## config.mk

```make
export PLATFORM = sky130hd
export DESIGN_NAME = softmax_sequencer
export DESIGN_NICKNAME = d
export VERILOG_FILES = /design/src/rtl/softmax_pkg.sv /design/src/rtl/softmax_divider.sv /design/src/rtl/softmax_sequencer.sv
export SDC_FILE = /design/constraint.sdc
export NUM_CORES = 1
export LEC_CHECK = 0
export CORE_UTILIZATION = 59
export CTS_CLUSTER_SIZE = 20
export DETAILED_ROUTE_END_ITERATION = 16
export GPL_TIMING_DRIVEN = 0
export PLACE_DENSITY_LB_ADDON = 0.1
export SYNTH_ARGS = -nofsm -noshare
export SYNTH_HDL_FRONTEND = slang
export SYNTH_SLANG_ARGS = --single-unit
export TNS_END_PERCENT = 30
```

## constraint.sdc

```tcl
create_clock -name clk -period 9.5 [get_ports clk]
set_input_delay 1.9 -clock clk [delete_from_list [all_inputs] [get_ports clk]]
set_output_delay 1.9 -clock clk [all_outputs]
set_load 0.02 [all_outputs]
```

## src/rtl/softmax_pkg.sv

```systemverilog
// Shared softmax definitions: FSM encoding, derived widths, exponent LUT generator.
// Width helpers keep the top and the bench consistent for any parameter set.
package softmax_pkg;

  localparam logic [1:0] S_LOAD = 2'd0;
  localparam logic [1:0] S_EXP  = 2'd1;
  localparam logic [1:0] S_DIV  = 2'd2;
  localparam logic [1:0] S_OUT  = 2'd3;

  function automatic int sum_bits(int exp_bits, int len);
    return exp_bits + $clog2(len);
  endfunction

  function automatic int d_bits(int bit_rep);
    return bit_rep + 1;
  endfunction

  // round(2^(exp_bits-1) * e^(-k / 2^in_frac))
  function automatic int lut_entry(int k, int exp_bits, int in_frac);
    real v;
    v = (2.0 ** (exp_bits - 1)) * $exp(-real'(k) / (2.0 ** in_frac));
    return $rtoi(v + 0.5);
  endfunction

endpackage

```

## src/rtl/softmax_divider.sv

```systemverilog
// Serial restoring divider, one quotient bit per cycle.
// Requires dividend >> QW < divisor so the quotient fits in QW bits.
module softmax_divider #(
  parameter int DW = 24,
  parameter int VW = 18,
  parameter int QW = 9
) (
  input  logic          clk,
  input  logic          rst_n,
  input  logic          start,
  input  logic [DW-1:0] dividend,
  input  logic [VW-1:0] divisor,
  output logic          done,
  output logic [QW-1:0] quotient
);

  localparam int CW = $clog2(QW + 1);

  logic [VW-1:0] rem;
  logic [VW-1:0] dvs;
  logic [QW-1:0] sh;
  logic [CW-1:0] cnt;
  logic [VW:0]   part;
  logic [VW:0]   diff;

  assign part     = {rem, sh[QW-1]};
  assign diff     = part - {1'b0, dvs};
  assign done     = (cnt == CW'(1));
  assign quotient = sh;

  always_ff @(posedge clk or negedge rst_n) begin
    if (!rst_n) begin
      rem <= '0;
      dvs <= '0;
      sh  <= '0;
      cnt <= '0;
    end else if (start) begin
      rem <= VW'(dividend >> QW);
      sh  <= dividend[QW-1:0];
      dvs <= divisor;
      cnt <= CW'(QW);
    end else if (cnt != '0) begin
      // quotient bits shift in where dividend bits shift out
      if (!diff[VW]) begin
        rem <= diff[VW-1:0];
        sh  <= {sh[QW-2:0], 1'b1};
      end else begin
        rem <= part[VW-1:0];
        sh  <= {sh[QW-2:0], 1'b0};
      end
      cnt <= cnt - CW'(1);
    end
  end

endmodule

```

## src/rtl/softmax_sequencer.sv

```systemverilog
// Multi-pass softmax: buffer + max, exp LUT + sum, serial divide, stream out.
// One divider is shared by all elements of the vector.
module softmax_sequencer
  import softmax_pkg::*;
#(
  parameter int BIT_REP   = 8,
  parameter int IN_FRAC   = 4,
  parameter int IN_LENGTH = 10,
  parameter int EXP_BITS  = 16,
  parameter int OUT_BITS  = 8
) (
  input  logic                clk,
  input  logic                rst_n,
  input  logic                in_valid,
  output logic                in_ready,
  input  logic [BIT_REP-1:0]  in_data,
  output logic                out_valid,
  input  logic                out_ready,
  output logic [OUT_BITS-1:0] out_data,
  output logic                out_last,
  output logic                busy
);

  localparam int SUM_BITS = sum_bits(EXP_BITS, IN_LENGTH);
  localparam int D_BITS   = d_bits(BIT_REP);
  localparam int IW       = $clog2(IN_LENGTH);
  localparam int DW       = EXP_BITS + OUT_BITS;
  localparam int QW       = OUT_BITS + 1;
  localparam logic [IW-1:0] LAST = IW'(IN_LENGTH - 1);

  logic [1:0]                 state;
  logic [IW-1:0]              idx;
  logic signed [BIT_REP-1:0]  max_q;
  logic [SUM_BITS-1:0]        sum;
  logic [BIT_REP-1:0]         x_buf [IN_LENGTH];
  logic [EXP_BITS-1:0]        e_buf [IN_LENGTH];
  logic [EXP_BITS-1:0]        lut   [2**BIT_REP];

  for (genvar k = 0; k < 2**BIT_REP; k++) begin : g_lut
    assign lut[k] = EXP_BITS'(lut_entry(k, EXP_BITS, IN_FRAC));
  end

  logic [BIT_REP-1:0]  xb;
  logic [D_BITS-1:0]   d;
  logic [BIT_REP-1:0]  lut_idx;
  logic [EXP_BITS-1:0] e_val;
  logic [SUM_BITS-1:0] sum_nxt;
  logic                last;
  logic                accept;
  logic                out_fire;
  logic                div_start;
  logic                div_done;
  logic [IW-1:0]       div_idx;
  logic [DW-1:0]       dividend;
  logic [SUM_BITS-1:0] divisor;
  logic [QW-1:0]       q;

  assign xb      = x_buf[idx];
  assign d       = {max_q[BIT_REP-1], max_q} - {xb[BIT_REP-1], xb};
  assign lut_idx = d[BIT_REP] ? '1 : d[BIT_REP-1:0];
  assign e_val   = lut[lut_idx];
  assign sum_nxt = sum + SUM_BITS'(e_val);
  assign last    = (idx == LAST);

  assign in_ready  = (state == S_LOAD);
  assign accept    = in_valid && in_ready;
  assign out_fire  = (state == S_OUT) && out_ready;
  // divider loads on entry to DIV so DIV lasts exactly QW cycles
  assign div_start = ((state == S_EXP) && last) || (out_fire && !last);
  assign div_idx   = (state == S_EXP || last) ? '0 : idx + IW'(1);
  assign dividend  = {e_buf[div_idx], OUT_BITS'(0)};
  assign divisor   = (state == S_EXP) ? sum_nxt : sum;

  assign out_valid = (state == S_OUT);
  assign out_last  = out_valid && last;
  assign out_data  = !out_valid ? '0 :
                     q[OUT_BITS] ? '1 : q[OUT_BITS-1:0];
  assign busy      = !((state == S_LOAD) && (idx == '0));

  softmax_divider #(
    .DW(DW),
    .VW(SUM_BITS),
    .QW(QW)
  ) u_div (
    .clk      (clk),
    .rst_n    (rst_n),
    .start    (div_start),
    .dividend (dividend),
    .divisor  (divisor),
    .done     (div_done),
    .quotient (q)
  );

  always_ff @(posedge clk or negedge rst_n) begin
    if (!rst_n) begin
      state <= S_LOAD;
      idx   <= '0;
      max_q <= '0;
      sum   <= '0;
      for (int i = 0; i < IN_LENGTH; i++) begin
        x_buf[i] <= '0;
        e_buf[i] <= '0;
      end
    end else begin
      unique case (state)
        S_LOAD: begin
          if (accept) begin
            x_buf[idx] <= in_data;
            if (idx == '0 || $signed(in_data) > max_q)
              max_q <= $signed(in_data);
            if (last) begin
              state <= S_EXP;
              idx   <= '0;
              sum   <= '0;
            end else begin
              idx <= idx + IW'(1);
            end
          end
        end
        S_EXP: begin
          e_buf[idx] <= e_val;
          sum        <= sum_nxt;
          if (last) begin
            state <= S_DIV;
            idx   <= '0;
          end else begin
            idx <= idx + IW'(1);
          end
        end
        S_DIV: begin
          if (div_done)
            state <= S_OUT;
        end
        S_OUT: begin
          if (out_ready) begin
            if (last) begin
              state <= S_LOAD;
              idx   <= '0;
            end else begin
              state <= S_DIV;
              idx   <= idx + IW'(1);
            end
          end
        end
      endcase
    end
  end

endmodule

```

==> results of run 1 <==
==> layer usage <==
metal	track usage (%)	share of wire [%]	up-vias
met1	49.9	41	8559
li1	-	-	7611
met5	0	0	-
met3	4.92	7.9	227
met2	59.7	47	910
met4	20.3	5.1	0
==> per-stage QoR <==
| step | setup slack (ps) | std cells | util (%) | hold WS (ps) |
|---|---|---|---|---|
| 3_3_place_gp | -7090 | 2529 | 62.4 | 457 |
| 3_5_place_dp | -258 | 2531 | 62.6 | 470 |
| 2_1_floorplan | 1770 | 2064 | - | 445 |
| 6_report | 342 | 2592 | 66.4 | 479 |
| 4_1_cts | 45.0 | 2595 | 66.4 | 483 |
| 5_1_grt | 3.64 | 2592 | 66.4 | 497 |
==> worst register-to-register path: cells and delay by family, from the launching register on <==
kind	cells	cell delay, ps
fa+ha+maj	5	1710
mux	2	680
buf+inv	7	1780
simple gates	4	610
compound gates	15	3600
flops	1	380
xor+xnor	1	260
==> sequential cells by signal (all words and copies together), names as in the netlist <==
signal          cells
u_div.cnt           4
u_div.dvs          20
sum                20
max_q               8
x_buf              80
u_div.rem          20
idx                 4
e_buf             160
u_div.quotient      9
state               2
==> how the worst min path moves through the flow <==
stage               slack, ps                      to                    from  depth (start not counted)
global route              500  e_buf[159]$_DFFE_PN0P_  e_buf[159]$_DFFE_PN0P_                          2
CTS                       480   e_buf[28]$_DFFE_PN0P_   e_buf[28]$_DFFE_PN0P_                          2
detailed placement        470   e_buf[79]$_DFFE_PN0P_   e_buf[79]$_DFFE_PN0P_                          2
finish                    480  e_buf[131]$_DFFE_PN0P_  e_buf[131]$_DFFE_PN0P_                          2
floorplan                 440   x_buf[24]$_DFFE_PN0P_   x_buf[24]$_DFFE_PN0P_                          2
global placement          460   x_buf[32]$_DFFE_PN0P_   x_buf[32]$_DFFE_PN0P_                          2
==> logic make-up after synthesis <==
family	synth area share (%)
AOI/OAI and AO/OA	20.1
DFF	41.8
adders and majority gates	4.91
and+or+nand+nor	12.9
buffers and inverters	4.59
muxes	13.3
xor gates and xnor gates	2.30
==> layout make-up <==
class                           count  area (µm²)  share of cell area [%]
Tap cell                          442         553                    2.55
Timing Repair Buffer               25         290                    1.34
Multi-Input combinational cell   1524       10500                    48.6
Sequential cell                   327        8180                    37.8
Inverter                           61         233                    1.07
Buffer                            149         668                    3.09
Clock inverter                     12         154                   0.711
Clock buffer                       52        1050                    4.85
==> repair_timing <==
item | 4_1_cts | 5_1_grt
setup endpoints to repair | 7 | 15
resized for setup | 4 | 13
setup buffers | 0 | 0
hold buffers | 0 | 0
==> layout by cell type, fill, tap and decap left out, types with 19 or more instances in the layout <==
cell	instances
sky130_fd_sc_hd__ha_1	72
sky130_fd_sc_hd__mux2i_1	64
sky130_fd_sc_hd__inv_1	58
sky130_fd_sc_hd__nor2_1	107
sky130_fd_sc_hd__dfrtp_1	327
sky130_fd_sc_hd__xnor2_1	21
sky130_fd_sc_hd__clkdlybuf4s50_1	22
sky130_fd_sc_hd__nand2_1	316
sky130_fd_sc_hd__a311oi_1	20
sky130_fd_sc_hd__clkbuf_16	36
sky130_fd_sc_hd__mux2_2	143
sky130_fd_sc_hd__o31ai_1	20
sky130_fd_sc_hd__buf_2	21
sky130_fd_sc_hd__a21oi_1	103
sky130_fd_sc_hd__clkbuf_1	105
sky130_fd_sc_hd__o221ai_1	27
sky130_fd_sc_hd__nand3_1	26
sky130_fd_sc_hd__o21ai_1	20
sky130_fd_sc_hd__a31oi_1	31
sky130_fd_sc_hd__o22ai_1	31
sky130_fd_sc_hd__o21ai_0	190
sky130_fd_sc_hd__a211oi_1	19
sky130_fd_sc_hd__nor3_1	36
==> results.md, run 1 <==
- In the final routed layout, each cell accounts on average for ~24 µm.
- The count of filler cells inserted in the layout is roughly 2500.
- Measured against its own limit, the worst slew margin works out to 34.3%.
- The run finished with clean final reports.
- The residual antenna-violating net count after detailed routing is 0.
- STA classifies the critical path startpoint as a flop.
- The slew at the pin closest to its max-slew limit is 981 ps.
- The cell type with the largest total area after synthesis is sky130_fd_sc_hd__dfrtp_1.
- The placement-stage cell area is just over 20000 µm².
- The number of nets at the end of the flow is between 2000 and 2500.
- Between clock sinks in the finished design, the worst skew comes to roughly 23 ps.
- Summing all non-filler instances in the final layout gives an area of ~22000 µm².
- The most common cell in the netlist is sky130_fd_sc_hd__dfrtp_1.
- The timing startpoint of the critical path is idx[0]$_DFFE_PN0P_.
- STA puts the critical path data required time at just under 10000 ps.
- The most used flip-flop cell after synthesis is sky130_fd_sc_hd__dfrtp_1.
- STA classifies the critical path endpoint as a flop.
- The CTS tree is yes.
- The dominant delay contributor by cell family on the critical path is compound AO/OA/AOI/OAI gates.
- The routed via count divided by cell count is roughly 6.7.
- Once the floorplan was initialized, standard cells occupied roughly three fifths of the core.
- The slowest stage of the critical path is the sky130_fd_sc_hd__mux4_2 cell.
- The proportion of netlist area held by the largest area contributor is 41.8%.
- The number of nets in the synthesized netlist is between 2000 and 2500.
- The netlist uses between 90 and 100 different library cells.
- After clock tree synthesis, the clock-pin slew on the worst setup and hold paths is ~60 ps.
- The total vias in the final route is between 15000 and 20000.
- The wire length of the first global-routing pass is roughly 97 mm.
- The die outline width is around 180 µm.
- The via count of the first global-routing pass is ~17000.
- 24 I/O pins were placed.
- Counting I/O delays and the setup requirement, the final critical path takes about 9000 ps.
- The maximum level of the CTS H-tree is 2.
- Setup violations remaining at the end of the flow were counted as 0.
- The timing-limited maximum frequency is about 110 MHz.
- In this run the cell area of the synthesized design comes to 19600 µm².
- The number of antenna violations at the first check in global routing was 0.
- After synthesis the netlist holds a flip-flop and latch count of roughly 330.
- The total area inside the core boundary comes to ~33000 µm².
- The critical path crosses 34 cells after its start point.
- Averaged over all synthesized cells, the footprint is 9.49 µm².
- The number of pins exceeding their max-slew limit in the final report is 0.
- During synthesis, Yosys emitted a total of 0 warnings.
- The fraction of layout instances using a drive strength above 1 is 14.3%.
- The library cell used as clock root buffer is sky130_fd_sc_hd__clkbuf_16.
- The sequential cell area fraction in the yosys report is a little over two fifths.
- Across the run, the number of max-cap violations was 0.
- Relative to the synthesized area, the layout overhead comes to 10.5%.
- The pin count of the biggest net entering global routing is 125.
- The worst reg2reg path endpoint is u_div.dvs[16]$_DFFE_PN0P_.
- The final layout contains routed wiring with a total length of between 60 and 70 mm.
- The clock passes through at most 3 buffers.
- The share of synthesized flip-flops with an asynchronous set or reset is 100%.
- Counting every instance in the synthesized netlist gives between 2000 and 2500.
- From bottom edge to top edge, the die measures 184 µm.
- The number of I/O port buffers is 23.
- The number of DRC violations after detailed routing is 0.
- The type of the worst setup path is flop to flop.
- The number of enable flip-flop cells after synthesis is 0.
- Counting stages on the worst path, the most repeated cell is sky130_fd_sc_hd__ha_1.
- The repair_antennas step left the layout with diodes totalling 0.
- In this run, the number of DRC markers left after iteration 0 of detailed routing was roughly 2100.
- The post-detailed-placement half-perimeter wirelength is about 44 mm.
- Routability-driven placement finished with a final weighted congestion of about 1.
- The later pin in the worst-skew pair is clocked with a latency of 540 ps.
- The die covers 33900 µm².
- Clock tree synthesis inserted a total of 36 buffers.
- Dividing the final minimum period by the clock period gives between 90 and 100%.
- In the synthesized netlist, the cells that appear most often are sky130_fd_sc_hd__dfrtp_1, sky130_fd_sc_hd__nand2_1, sky130_fd_sc_hd__o21ai_0.
- The worst reg2reg path startpoint is idx[0]$_DFFE_PN0P_.
- The number of optimization iterations in the first detailed-route pass is 7.
- The path class of the tightest hold or removal check is flop to flop.
- The number of cells traversed by the worst register-to-register path is 34.
- In this run the worst setup path terminates at u_div.dvs[16]$_DFFE_PN0P_.
- Data on the critical path arrives at its endpoint at roughly 9600 ps.
- After synthesis, the cell types taking the most area are sky130_fd_sc_hd__dfrtp_1, sky130_fd_sc_hd__mux2_2, sky130_fd_sc_hd__nand2_1, sky130_fd_sc_hd__o21ai_0, sky130_fd_sc_hd__ha_1.
- Setup total negative slack on the finished layout was measured at 0 ps.
- The number of standard-cell rows in the floorplan is between 60 and 70.
- The critical path's largest stage delay is about 550 ps.
- The number of buffers and inverters on the critical path is 7.
- The number of failing hold endpoints at the final stage came to 0.
- The total congestion overflow is 0.
- The setup check on the worst reg-to-reg path leaves a slack of roughly 340 ps.
- The highest net fanout along the worst path is 10.
- The tree built by TritonCTS fans out to roughly 330 sinks.
- The total global-route track usage is a little under two fifths.
- Setup repair after global routing left no endpoint under its margin.
Power of run 1 is left out: the tool's default activity adds up to more than one toggle a clock period on the data nets, which glitch-free logic cannot reach.
==> run 2, diff against run 1 <==
--- a/config.mk
+++ b/config.mk
@@ -5,11 +5,14 @@
 export SDC_FILE = /design/constraint.sdc
 export NUM_CORES = 1
 export LEC_CHECK = 0
-export CORE_UTILIZATION = 59
+export CELL_PAD_IN_SITES_DETAIL_PLACEMENT = 0
+export CELL_PAD_IN_SITES_GLOBAL_PLACEMENT = 1
+export CORE_UTILIZATION = 50
 export CTS_CLUSTER_SIZE = 20
 export DETAILED_ROUTE_END_ITERATION = 16
 export GPL_TIMING_DRIVEN = 0
 export PLACE_DENSITY_LB_ADDON = 0.1
+export SLEW_MARGIN = 10
 export SYNTH_ARGS = -nofsm -noshare
 export SYNTH_HDL_FRONTEND = slang
 export SYNTH_SLANG_ARGS = --single-unit
==> run 2 against run 1 <==
Against the previous run: clock skew rose by 1.9 ps; register-to-register slack got worse by 70 ps; flip-flop and latch count did not move; count of clock-buffer cells in the layout did not move; routed wire length rose by 1.1%; cell area rose by 0.73%; utilization fell by 9.9 points; largest cell class unchanged.
==> results.md, run 2 (synthesis results as in run 1) <==
- The data arrival time of the critical path came to 9650 ps (+90 ps).
- The average wire length per cell after detail routing is 23.7 µm (-2.0%).
- The later-pin clock latency in the skew report is 570 ps (+30 ps).
- The total congestion overflow is 0 (unchanged).
- The number of standard-cell rows in the floorplan is 72 (+9.1%).
- The via count of the first global-routing pass is 16300 (-3.1%).
- The setup clock skew after layout is 24.8 ps (+1.85 ps).
- The number of DRC violations after detailed routing is 0 (unchanged).
- The total setup violations reported at the end of the flow is 0 (unchanged).
- The number of flip-flops under the largest register name was 160 (unchanged).
- Setup repair after global routing left no endpoint under its margin.
- The wire length of the first global-routing pass is 96.7 mm (+0.12%).
- The worst setup path is launched from a flop.
- The dominant delay contributor by cell family on the critical path is compound AO/OA/AOI/OAI gates.
- The library cells used most frequently in the layout, excluding fill and tap cells, are sky130_fd_sc_hd__dfrtp_1, sky130_fd_sc_hd__nand2_1, sky130_fd_sc_hd__o21ai_0.
- The total vias in the final route was 16700 (-3.8%).
- The clock-pin slew on the worst setup and hold paths came to 60 ps (about the same).
- The CTS tree is yes.
- The total detailed-routing wirelength is 63.3 mm (+1.1%).
- The maximum level of the CTS H-tree is 2 (unchanged).
- The pin count of the biggest net entering global routing is 109 (-13%).
- The number of nets at the end of the flow is 2215 (+0.18%).
- The area of the die is 40000 µm² (+18%).
- The post-detailed-placement half-perimeter wirelength is 45.3 mm (+3.5%).
- In this run the critical register-to-register path is launched from idx[0]$_DFFE_PN0P_.
- The highest net fanout along the worst path is 11 (+1).
- The final worst-path cycle share is 97.1% (+0.71 points).
- In the final layout, the registers with the most flip-flops are e_buf (160), x_buf (80).
- The die outline width is 200 µm (+8.5%).
- The residual antenna-violating net count after detailed routing was 0 (unchanged).
- The number of sinks handled by clock tree synthesis is 327 (unchanged).
- The number of antenna violations at the first check in global routing is 0 (unchanged).
- The hold buffer count at CTS is 0 (unchanged).
- The maximum clock path buffer count came to 3 (unchanged).
- In this run the clock root is driven by a sky130_fd_sc_hd__clkbuf_16.
- The final weighted congestion in routability-driven placement is 0.972 (-3.8%).
- The reported max-cap violation count came to 0 (unchanged).
- The total global-route track usage came to 32.1% (-5.4 points).
- The slew at the pin closest to its max-slew limit is 1050 ps (+67.2 ps).
- The post-layout instance count excluding filler cells was 2673 (+3.1%).
- The cell type of the slowest stage on the worst timing path is sky130_fd_sc_hd__ha_2.
- The placement-stage cell area is 20600 µm² (+0.63%).
- The number of placed I/O pins is 24 (unchanged).
- The final critical path time including I/O delays and setup is 9230 ps (+67.3 ps).
- The number of antenna diodes is 0 (unchanged).
- The worst slew margin relative to its limit is 28.1% (-6.2 points).
- The starting DRC count in detailed routing was 1344 (-35%).
- The required time of the critical path is 9930 ps (+30 ps).
- The number of buffers and inverters on the critical path was 7 (unchanged).
- The effective utilization at floorplan is 50.7% (-9.4 points).
- The number of failing hold endpoints at the final stage is 0 (unchanged).
- The origin of the worst min-delay path is e_buf[7]$_DFFE_PN0P_.
- The largest register by flop count is e_buf.
- Relative to the synthesized area, the layout overhead comes to 11.3%.
- The die span in y is 200 µm (+8.5%).
- The flow ran to the end, and the final reports show no timing, DRC or antenna violations.
- The timing-limited maximum frequency was 108 MHz (-0.73%).
- By startpoint and endpoint, the worst setup path is classified as flop to flop.
- The number of optimization iterations in the first detailed-route pass is 5 (-2).
- The standard cell core area came to 38600 µm² (+18%).
- The post-route cell area is 21800 µm² (+0.73%).
- The setup TNS is 0 ps (unchanged).
- The number of pins exceeding their max-slew limit in the final report was 0 (unchanged).
- The clock buffer count from CTS was 38 (+5.6%).
- The timing startpoint of the critical path is idx[0]$_DFFE_PN0P_.
- The number of I/O port buffers is 23 (unchanged).
- The critical path's largest stage delay is 720 ps (+170 ps).
- Leaving out fill and tap cells, the most frequent cell in the layout is sky130_fd_sc_hd__dfrtp_1.
- The fraction of layout instances using a drive strength above 1 is 14.5% (+0.20 points).
- The worst hold-check path type is flop to flop.
- The instance count after placement with tap cells included came to 2608 (+3.0%).
- The worst setup path is captured at a flop.
- The routed via count divided by cell count came to 6.23 (-6.7%).
run 2: cell types whose count changed in the layout (fill, tap and decap cells not counted), moves of 2 or more:
cell and delta:
sky130_fd_sc_hd__clkinvlp_4 +2, sky130_fd_sc_hd__clkbuf_8 -3, sky130_fd_sc_hd__clkinv_2 +2, sky130_fd_sc_hd__clkbuf_16 +3
run 2: path summary, 6_finish.rpt:
kind | cells past startpoint | slack [ps] | end
max reg2reg | 31 | 270 | u_div.dvs[16]$_DFFE_PN0P_
min reg2reg | 2 | 480 | e_buf[7]$_DFFE_PN0P_
min | 2 | 480 | e_buf[7]$_DFFE_PN0P_
max | 31 | 270 | u_div.dvs[16]$_DFFE_PN0P_
min in group asynchronous | 1 | 1230 | e_buf[149]$_DFFE_PN0P_
max in group asynchronous | 3 | 6910 | u_div.quotient[6]$_DFFE_PN0P_
run 2: tightest hold or removal path, cell delays in order, from the launching register on:
cell	delay, ps
sky130_fd_sc_hd__dfrtp_1	340
sky130_fd_sc_hd__nand2_1	50
sky130_fd_sc_hd__o21ai_0	60
run 2: metrics by stage:
step / setup WS [ps] / hold slack (ps) / util [%]
final: 274 / 477 / 56.4
after global routing: 111 / 501 / 56.4
after CTS: 107 / 479 / 56.4
after detailed placement: -553 / 465 / 53.2
after global placement: -7670 / 456 / 52.9
after floorplan: 1770 / 445 / -
run 2: final cells by class:
| class | count | area [µm²] |
|---|---|---|
| tap | 518 | 648 |
| fill | 3462 | 16800 |
| sequential | 327 | 8180 |
| clock inverter | 15 | 159 |
| buffer | 150 | 673 |
| timing repair buffer | 26 | 318 |
| clock buffer | 52 | 1080 |
| inverter | 61 | 229 |
| multi-input combinational | 1524 | 10500 |
run 2: routing by layer:
layer,vias up,global-route usage [%],part of all wire [%]
met3,158,4.54,5.4
met1,8310,43.2,44
li1,7631,-,-
met5,-,0,0
met4,0,12.9,4.0
met2,554,52.2,47
run 2: what timing repair did:
action | 4_1_cts | 5_1_grt
setup buffers | 0 | 0
endpoints found under the setup margin | 17 | 17
gates resized for setup | 4 | 15
Power of run 2 is left out for the same reason.
==> run 3, diff against run 2 <==
--- a/config.mk
+++ b/config.mk
@@ -5,6 +5,7 @@
 export SDC_FILE = /design/constraint.sdc
 export NUM_CORES = 1
 export LEC_CHECK = 0
+export ABC_CLOCK_PERIOD_IN_PS = 9500
 export CELL_PAD_IN_SITES_DETAIL_PLACEMENT = 0
 export CELL_PAD_IN_SITES_GLOBAL_PLACEMENT = 1
 export CORE_UTILIZATION = 50
==> results of run 3 <==
Same layout as run 2: the final DEF is identical, and so are final timing and power.
Power of run 3 is left out for the same reason.
